===== src/rtl/dp_pkg.sv =====
// Shared types for the single-bus datapath: opcodes, sequencer states and bus sources.
package dp_pkg;

  localparam int RIDX_W = 5;

  typedef enum logic [2:0] {
    op_add = 3'b000,
    op_sub = 3'b001,
    op_and = 3'b010,
    op_or  = 3'b011,
    op_shl = 3'b100,
    op_shr = 3'b101,
    op_ldi = 3'b110,
    op_mul = 3'b111
  } op_t;

  typedef enum logic [2:0] {
    st_idle,
    st_t1,
    st_t2,
    st_t3,
    st_t4,
    st_wb,
    st_done
  } state_t;

  typedef enum logic [2:0] {
    bus_none,
    bus_rb,
    bus_rc,
    bus_zlo,
    bus_zhi,
    bus_imm
  } bus_src_t;

endpackage


===== src/rtl/dp_alu.sv =====
// Combinational ALU for the bus datapath; 2W-bit result so a full product fits.
// The signed multiply exists only when DP_MUL_EN is defined.
module dp_alu
  import dp_pkg::*;
#(
  parameter int W = 32
) (
  input  logic [W-1:0]   a,
  input  logic [W-1:0]   b,
  input  op_t            op,
  output logic [2*W-1:0] result
);

  localparam int SHW = $clog2(W);
  localparam int W2  = 2 * W;

  logic [SHW-1:0] shamt;
  logic [W-1:0]   low;

  // Only the low log2(W) bits of the operand set the shift distance.
  assign shamt = b[SHW-1:0];

  always_comb begin
    low = '0;
    case (op)
      op_add:  low = a + b;
      op_sub:  low = a - b;
      op_and:  low = a & b;
      op_or:   low = a | b;
      op_shl:  low = a << shamt;
      op_shr:  low = a >> shamt;
      default: low = '0;
    endcase
    result = {{W{1'b0}}, low};
`ifdef DP_MUL_EN
    if (op == op_mul) begin
      result = W2'($signed(a)) * W2'($signed(b));
    end
`endif
  end

endmodule


===== src/rtl/bus_datapath_seq.sv =====
// Single-bus datapath (registers, Y, Z, HI, LO) driven by an internal micro-step sequencer.
// Define DP_MUL_EN to enable the signed MUL opcode; otherwise MUL is rejected as illegal.
module bus_datapath_seq
  import dp_pkg::*;
#(
  parameter int W       = 32,
  parameter int NREGS   = 16,
  parameter int R0_ZERO = 1
) (
  input  logic              clock,
  input  logic              clear,
  input  logic              cmd_valid,
  output logic              cmd_ready,
  input  op_t               cmd_op,
  input  logic [RIDX_W-1:0] cmd_ra,
  input  logic [RIDX_W-1:0] cmd_rb,
  input  logic [RIDX_W-1:0] cmd_rc,
  input  logic [W-1:0]      cmd_imm,
  output logic              done,
  output logic              err,
  output logic [W-1:0]      bus_out,
  input  logic [RIDX_W-1:0] rd_sel,
  output logic [W-1:0]      rd_data,
  output logic [W-1:0]      hi_out,
  output logic [W-1:0]      lo_out
);

  localparam int NSLOT = 2 ** RIDX_W;
`ifdef DP_MUL_EN
  localparam int ZW = 2 * W;
`else
  localparam int ZW = W;
`endif

  state_t            state_reg, state_next;
  op_t               op_reg;
  logic [RIDX_W-1:0] ra_reg, rb_reg, rc_reg;
  logic [W-1:0]      imm_reg, y_reg, hi_reg, lo_reg;
  logic [ZW-1:0]     z_reg;
  logic              err_reg;
  logic [W-1:0]      regs_reg [NREGS];
  logic [W-1:0]      rf_view [NSLOT];
  logic [NREGS-1:0]  rf_we;
  logic [W-1:0]      zlow, zhigh;
  logic [2*W-1:0]    alu_result;
  bus_src_t          bus_src;
  logic              y_load, z_load, rf_load, lo_load, hi_load;
  logic              cmd_bad;

  function automatic logic idx_ok(input logic [RIDX_W-1:0] idx);
    return int'(idx) < NREGS;
  endfunction

  // Pad the register file to the full index space so out-of-range reads give zero.
  genvar gi;
  generate
    for (gi = 0; gi < NSLOT; gi++) begin : g_view
      if (gi < NREGS) begin : g_live
        assign rf_view[gi] = regs_reg[gi];
      end else begin : g_pad
        assign rf_view[gi] = '0;
      end
    end

    for (gi = 0; gi < NREGS; gi++) begin : g_we
      if (gi == 0 && R0_ZERO != 0) begin : g_r0
        assign rf_we[gi] = 1'b0;
      end else begin : g_rn
        assign rf_we[gi] = rf_load && (ra_reg == RIDX_W'(gi));
      end
    end
  endgenerate

  assign zlow = z_reg[W-1:0];
`ifdef DP_MUL_EN
  assign zhigh = z_reg[ZW-1:W];
`else
  logic unused_alu_hi;
  assign zhigh         = '0;
  assign unused_alu_hi = ^alu_result[2*W-1:W];
`endif

  dp_alu #(.W(W)) u_alu (
    .a      (y_reg),
    .b      (bus_out),
    .op     (op_reg),
    .result (alu_result)
  );

  // Only fields the opcode actually uses are range-checked.
  always_comb begin
    cmd_bad = 1'b0;
    case (cmd_op)
      op_ldi: cmd_bad = !idx_ok(cmd_ra);
      op_mul: begin
`ifdef DP_MUL_EN
        cmd_bad = !idx_ok(cmd_rb) || !idx_ok(cmd_rc);
`else
        cmd_bad = 1'b1;
`endif
      end
      default: cmd_bad = !idx_ok(cmd_ra) || !idx_ok(cmd_rb) || !idx_ok(cmd_rc);
    endcase
  end

  always_comb begin
    state_next = state_reg;
    bus_src    = bus_none;
    y_load     = 1'b0;
    z_load     = 1'b0;
    rf_load    = 1'b0;
    lo_load    = 1'b0;
    hi_load    = 1'b0;
    case (state_reg)
      st_idle: begin
        if (cmd_valid) begin
          state_next = (cmd_bad || cmd_op == op_ldi) ? st_wb : st_t1;
        end
      end
      st_t1: begin
        bus_src    = bus_rb;
        y_load     = 1'b1;
        state_next = st_t2;
      end
      st_t2: begin
        bus_src    = bus_rc;
        z_load     = 1'b1;
        state_next = st_t3;
      end
      st_t3: begin
        bus_src = bus_zlo;
        if (op_reg == op_mul) begin
          lo_load    = 1'b1;
          state_next = st_t4;
        end else begin
          rf_load    = 1'b1;
          state_next = st_done;
        end
      end
      st_t4: begin
        bus_src    = bus_zhi;
        hi_load    = 1'b1;
        state_next = st_done;
      end
      st_wb: begin
        // A rejected command idles here for one cycle without touching anything.
        if (!err_reg) begin
          bus_src = bus_imm;
          rf_load = 1'b1;
        end
        state_next = st_done;
      end
      st_done: state_next = st_idle;
      default: state_next = st_idle;
    endcase
  end

  always_comb begin
    bus_out = '0;
    case (bus_src)
      bus_rb:  bus_out = rf_view[rb_reg];
      bus_rc:  bus_out = rf_view[rc_reg];
      bus_zlo: bus_out = zlow;
      bus_zhi: bus_out = zhigh;
      bus_imm: bus_out = imm_reg;
      default: bus_out = '0;
    endcase
  end

  always_ff @(posedge clock) begin
    if (!clear) begin
      state_reg <= st_idle;
      op_reg    <= op_add;
      ra_reg    <= '0;
      rb_reg    <= '0;
      rc_reg    <= '0;
      imm_reg   <= '0;
      err_reg   <= 1'b0;
      y_reg     <= '0;
      z_reg     <= '0;
      hi_reg    <= '0;
      lo_reg    <= '0;
    end else begin
      state_reg <= state_next;
      if (cmd_valid && cmd_ready) begin
        op_reg  <= cmd_op;
        ra_reg  <= cmd_ra;
        rb_reg  <= cmd_rb;
        rc_reg  <= cmd_rc;
        imm_reg <= cmd_imm;
        err_reg <= cmd_bad;
      end
      if (y_load)  y_reg  <= bus_out;
      if (z_load)  z_reg  <= alu_result[ZW-1:0];
      if (lo_load) lo_reg <= bus_out;
      if (hi_load) hi_reg <= bus_out;
    end
  end

  always_ff @(posedge clock) begin
    if (!clear) begin
      for (int i = 0; i < NREGS; i++) regs_reg[i] <= '0;
    end else begin
      for (int i = 0; i < NREGS; i++) begin
        if (rf_we[i]) regs_reg[i] <= bus_out;
      end
    end
  end

  assign cmd_ready = (state_reg == st_idle);
  assign done      = (state_reg == st_done);
  assign err       = done && err_reg;
  assign rd_data   = rf_view[rd_sel];
  assign hi_out    = hi_reg;
  assign lo_out    = lo_reg;

endmodule


===== config.mk =====
export PLATFORM = sky130hd
export DESIGN_NAME = bus_datapath_seq
export DESIGN_NICKNAME = d
export VERILOG_FILES = /design/src/rtl/dp_pkg.sv /design/src/rtl/dp_alu.sv /design/src/rtl/bus_datapath_seq.sv
export SDC_FILE = /design/constraint.sdc
export NUM_CORES = 2
export LEC_CHECK = 0
export ABC_AREA = 1
export BUFFER_PORTS_ARGS = -buffer_cell sky130_fd_sc_hd__clkbuf_2
export CAP_MARGIN = 10
export CELL_PAD_IN_SITES_DETAIL_PLACEMENT = 0
export CELL_PAD_IN_SITES_GLOBAL_PLACEMENT = 1
export CORE_MARGIN = 3
export CORE_UTILIZATION = 45
export CTS_CLUSTER_SIZE = 8
export DETAILED_ROUTE_END_ITERATION = 8
export PLACE_DENSITY_LB_ADDON = 0.1
export SLEW_MARGIN = 20
export SYNTH_ARGS = -nofsm -noshare
export SYNTH_HDL_FRONTEND = slang
export SYNTH_SLANG_ARGS = --single-unit

===== constraint.sdc =====
create_clock -name clock -period 10.8 [get_ports clock]
set_input_delay 2.7 -clock clock [delete_from_list [all_inputs] [get_ports clock]]
set_output_delay 2.7 -clock clock [all_outputs]
set_load 0.01 [all_outputs]

==> flow_metrics.py <==
metrics = {
    "floorplanning": {
        "start_util_pct": 45.7,
        "die_area_um2": 101000,
        "die_y_um": 318,
        "core_um2": 95700,
        "core.rowCount": 113,
        "io_pins": 189,
        "die_w_um": 318,
    },
    "final_layout": {
        "largest_reg_flops": 480,
        "drive_above_1_share_pct": 9.08,
        "fin_cells": 7239,
        "stdcell_area_um2": 47700,
        "area_growth_pct": 9.05,
        "nets": 6037,
    },
    "detailed_routing": {
        "dr_total_vias": 44546,
        "drt-vias-per-instance": 6.15,
        "finalWirelength_um": 193000,
        "routedWlPerCell_um": 26.6,
        "first_iter_violations": 5620,
        "drtAntennaViolNets": 0,
        "firstDrtPassIters": 7,
        "drc": 0,
    },
    "yosys": {
        "synth_edf_count": 480,
        "syn_inst": 6001,
        "syn_area_per_cell_um2": 7.29,
        "synth_top_family_by_area": "simple AND/OR/NAND/NOR gates",
        "synthTopCellsByArea": "edfxtp_1, nand2_1, dfxtp_1",
        "syn-cell-area_um2": 43800,
        "yosys.area_share.simple_pct": 25.0,
        "synth-seq-area-share_pct": 41.3,
        "ys_types": 67,
        "synth_xor_area_share_pct": 0.720,
        "synth_adder_area_share_pct": 1.16,
        "synth_top_area_cell": "edfxtp_1",
        "synth_mux_area_share_pct": 0.0457,
        "syn_nets": 6099,
        "synth_common_cells": "nand2_1, a21oi_1, nand3_1",
        "async_flop_share_pct": 0,
        "synth_compound_area_share_pct": 21.6,
        "synth_top_area_share_pct": 32.9,
        "yosysMostFrequentCell": "nand2_1",
        "yosys_warnings": 0,
        "synth_flop_cell": "edfxtp_1",
        "yosys_register_bits": 662,
    },
    "clock_tree": {
        "cts_max_path_buffers": 3,
        "cts_hold_buf": 0,
        "cts_tree": "built",
        "post_cts_buffers": 0,
        "cts_root_buf": "clkbuf_16",
        "ctsResizeCount": 0,
        "insertion_delay_ns": 0.69,
        "h-tree-depth": 3,
        "cts_buffers": 93,
        "cts.sinks": 662,
        "clk_pin_slew_ns": 0.05,
    },
    "global_routing": {
        "grt_pass1_wl_um": 278000,
        "antenna_found_initial": 10,
        "track_usage_pct": 36.6,
        "grt_overflow": 0,
        "grt_pass1_vias": 41385,
        "grt_max_degree": 178,
    },
    "timing": {
        "setup_viol": 0,
        "hold_viol_final": 0,
        "period_share_pct": 79.4,
        "skew_ns": 0.0212,
        "slew_headroom_pct": 16.2,
        "fmax_mhz": 117,
        "rsz0062_at_grt": "no",
        "layout_min_cycle_time_ns": 8.57,
        "tightest_slew_ns": 1.25,
        "setup-tns-final_ns": 0,
        "drv_slew": 0,
    },
    "critical_path": {
        "worst_path_max_delay_cell": "inv_1",
        "crit_chain": "buf_6, inv_6, nor2_4, inv_1, buf_4, o211a_1, o31ai_1, a31oi_1, clkbuf_2",
        "arrival_ns": 5.87,
        "critPathLaunch": "rd_sel[0]",
        "reg2regPathDepth": 35,
        "cp.required_ns": 8.10,
        "cp_max_fo": 78,
        "startpoint_type": "input pin",
        "crit_family": "buffers and inverters",
        "rr_startpoint": "rc_reg[0]",
        "end_kind": "primary output",
        "r2r-end": "z_reg[27]",
        "reg2reg_slack_ns": 3.14,
        "cp.buffers_inverters": 5,
        "max_stage_delay_ns": 0.89,
        "crit_type": "input pin to primary output",
    },
    "placement": {
        "hpwl_um": 120000,
        "gp_congestion": 0.986,
        "placed_area_um2": 45100,
        "port-buffer-count": 188,
        "placed_cells": 7109,
    },
    "min_path": {
        "hold_depth": 2,
        "min_to": "imm_reg[12]",
        "hold_class": "register to register",
        "min_from": "imm_reg[12]",
    },
    "power_and_ir_drop": {
        "netSwitchingFraction_pct": 53.0,
        "p_leak_nw": 19.1,
        "ir_drop_uv": 460,
        "p_clk_share_pct": 17.2,
        "combPwrFrac_pct": 61.2,
        "seqPwrFrac_pct": 21.6,
        "internal_power_mw": 7.53,
        "power.switching_mw": 8.48,
        "powerDensity_nw_per_um2": 335,
    },
    "status": {
        "status": "complete, no violations",
    },
    "run": {
        "drv_cap": 0,
    },
}
-- placed cells by master, fill, tap and decap left out, types with 7 or more instances in the layout --
cell type	Yosys	routed
nand3_2	22	24
a221oi_1	7	7
xor2_1	33	33
o31ai_1	11	11
clkbuf_16	0	95
o21ai_1	39	39
dfxtp_1	182	174
nor2_4	3	7
buf_4	45	100
nand2_2	11	23
clkbuf_2	0	185
clkbuf_1	214	25
a2111o_1	23	23
nand2_1	1251	1236
ha_1	39	39
a21oi_1	623	623
nand4_1	16	16
edfxtp_1	480	480
a211oi_1	12	12
a31oi_1	31	31
a21oi_2	7	7
nor3_1	84	84
nor2_2	16	17
a311oi_1	19	19
o21ai_0	549	543
o221ai_1	8	8
inv_1	583	580
nor2_1	531	526
inv_2	18	19
nand3_1	605	603
o211ai_1	232	232
a2111oi_0	29	29
-- power by group through the flow --
| stage | Clock [mW] | Sequential (mW) | Combinational [mW] |
|---|---|---|---|
| after floorplan | 0 | 3.34 | 6.53 |
| after global placement | 0 | 3.49 | 9.53 |
| after detailed placement | 0 | 3.49 | 9.55 |
| after CTS | 2.78 | 3.45 | 9.59 |
| after global routing | 2.88 | 3.49 | 10.6 |
| final | 2.75 | 3.46 | 9.79 |
-- tightest hold or removal path, stage by stage, from the launching register on --
cell and delay (ns):
dfxtp_1 0.29, inv_1 0.06, a21oi_1 0.06
-- cells by family (layout without fill, tap and decap cells) --
group / after synthesis / in the layout
xor+xnor: 36 / 36
simple gates: 2569 / 2569
mux: 2 / 2
flops: 662 / 662
fa+ha+maj: 40 / 40
buf+inv: 1057 / 1028
compound gates: 1635 / 1635
other cells: 0 / 2
-- final cells by class --
class / instances / area [µm²]
multi-input combinational: 4282 / 21400
clock buffer: 121 / 2480
tap: 1265 / 1580
sequential: 662 / 18100
clock inverter: 7 / 97.6
timing repair buffer: 291 / 1780
fill: 9624 / 48000
inverter: 609 / 2300
antenna: 2 / 5.00
-- per-layer routing --
metal,vias to the layer above,GRT usage (%),wire (µm)
met5,-,0,65
met4,10,21.9,12700
met3,618,7.70,20200
met2,2658,58.2,86500
met1,20856,45.8,73100
li1,20404,-,-
-- through the flow --
step                      hold WS, ns  worst slack [ns]  power (mW)  utilization [%]
after floorplan                 0.430              3.66        9.87                -
after global placement          0.442              2.36        13.0             47.2
after detailed placement        0.449              2.30        13.0             47.2
after CTS                       0.454              2.29        15.8             49.9
after global routing            0.470              2.15        17.0             49.9
final                           0.453              2.23        16.0             49.9
-- how the worst max path moves through the flow --
| stage | endpoint | slack (ns) | cells after the start |
|---|---|---|---|
| 2_1_floorplan | rd_data[13] | 3.66 | 8 |
| 3_3_place_gp | rd_data[31] | 2.36 | 9 |
| 3_5_place_dp | rd_data[31] | 2.30 | 9 |
| 4_1_cts | rd_data[31] | 2.29 | 9 |
| 5_1_grt | rd_data[31] | 2.15 | 9 |
| 6_report | rd_data[6] | 2.23 | 9 |
No activity file was read; power rests on OpenSTA's default activity.
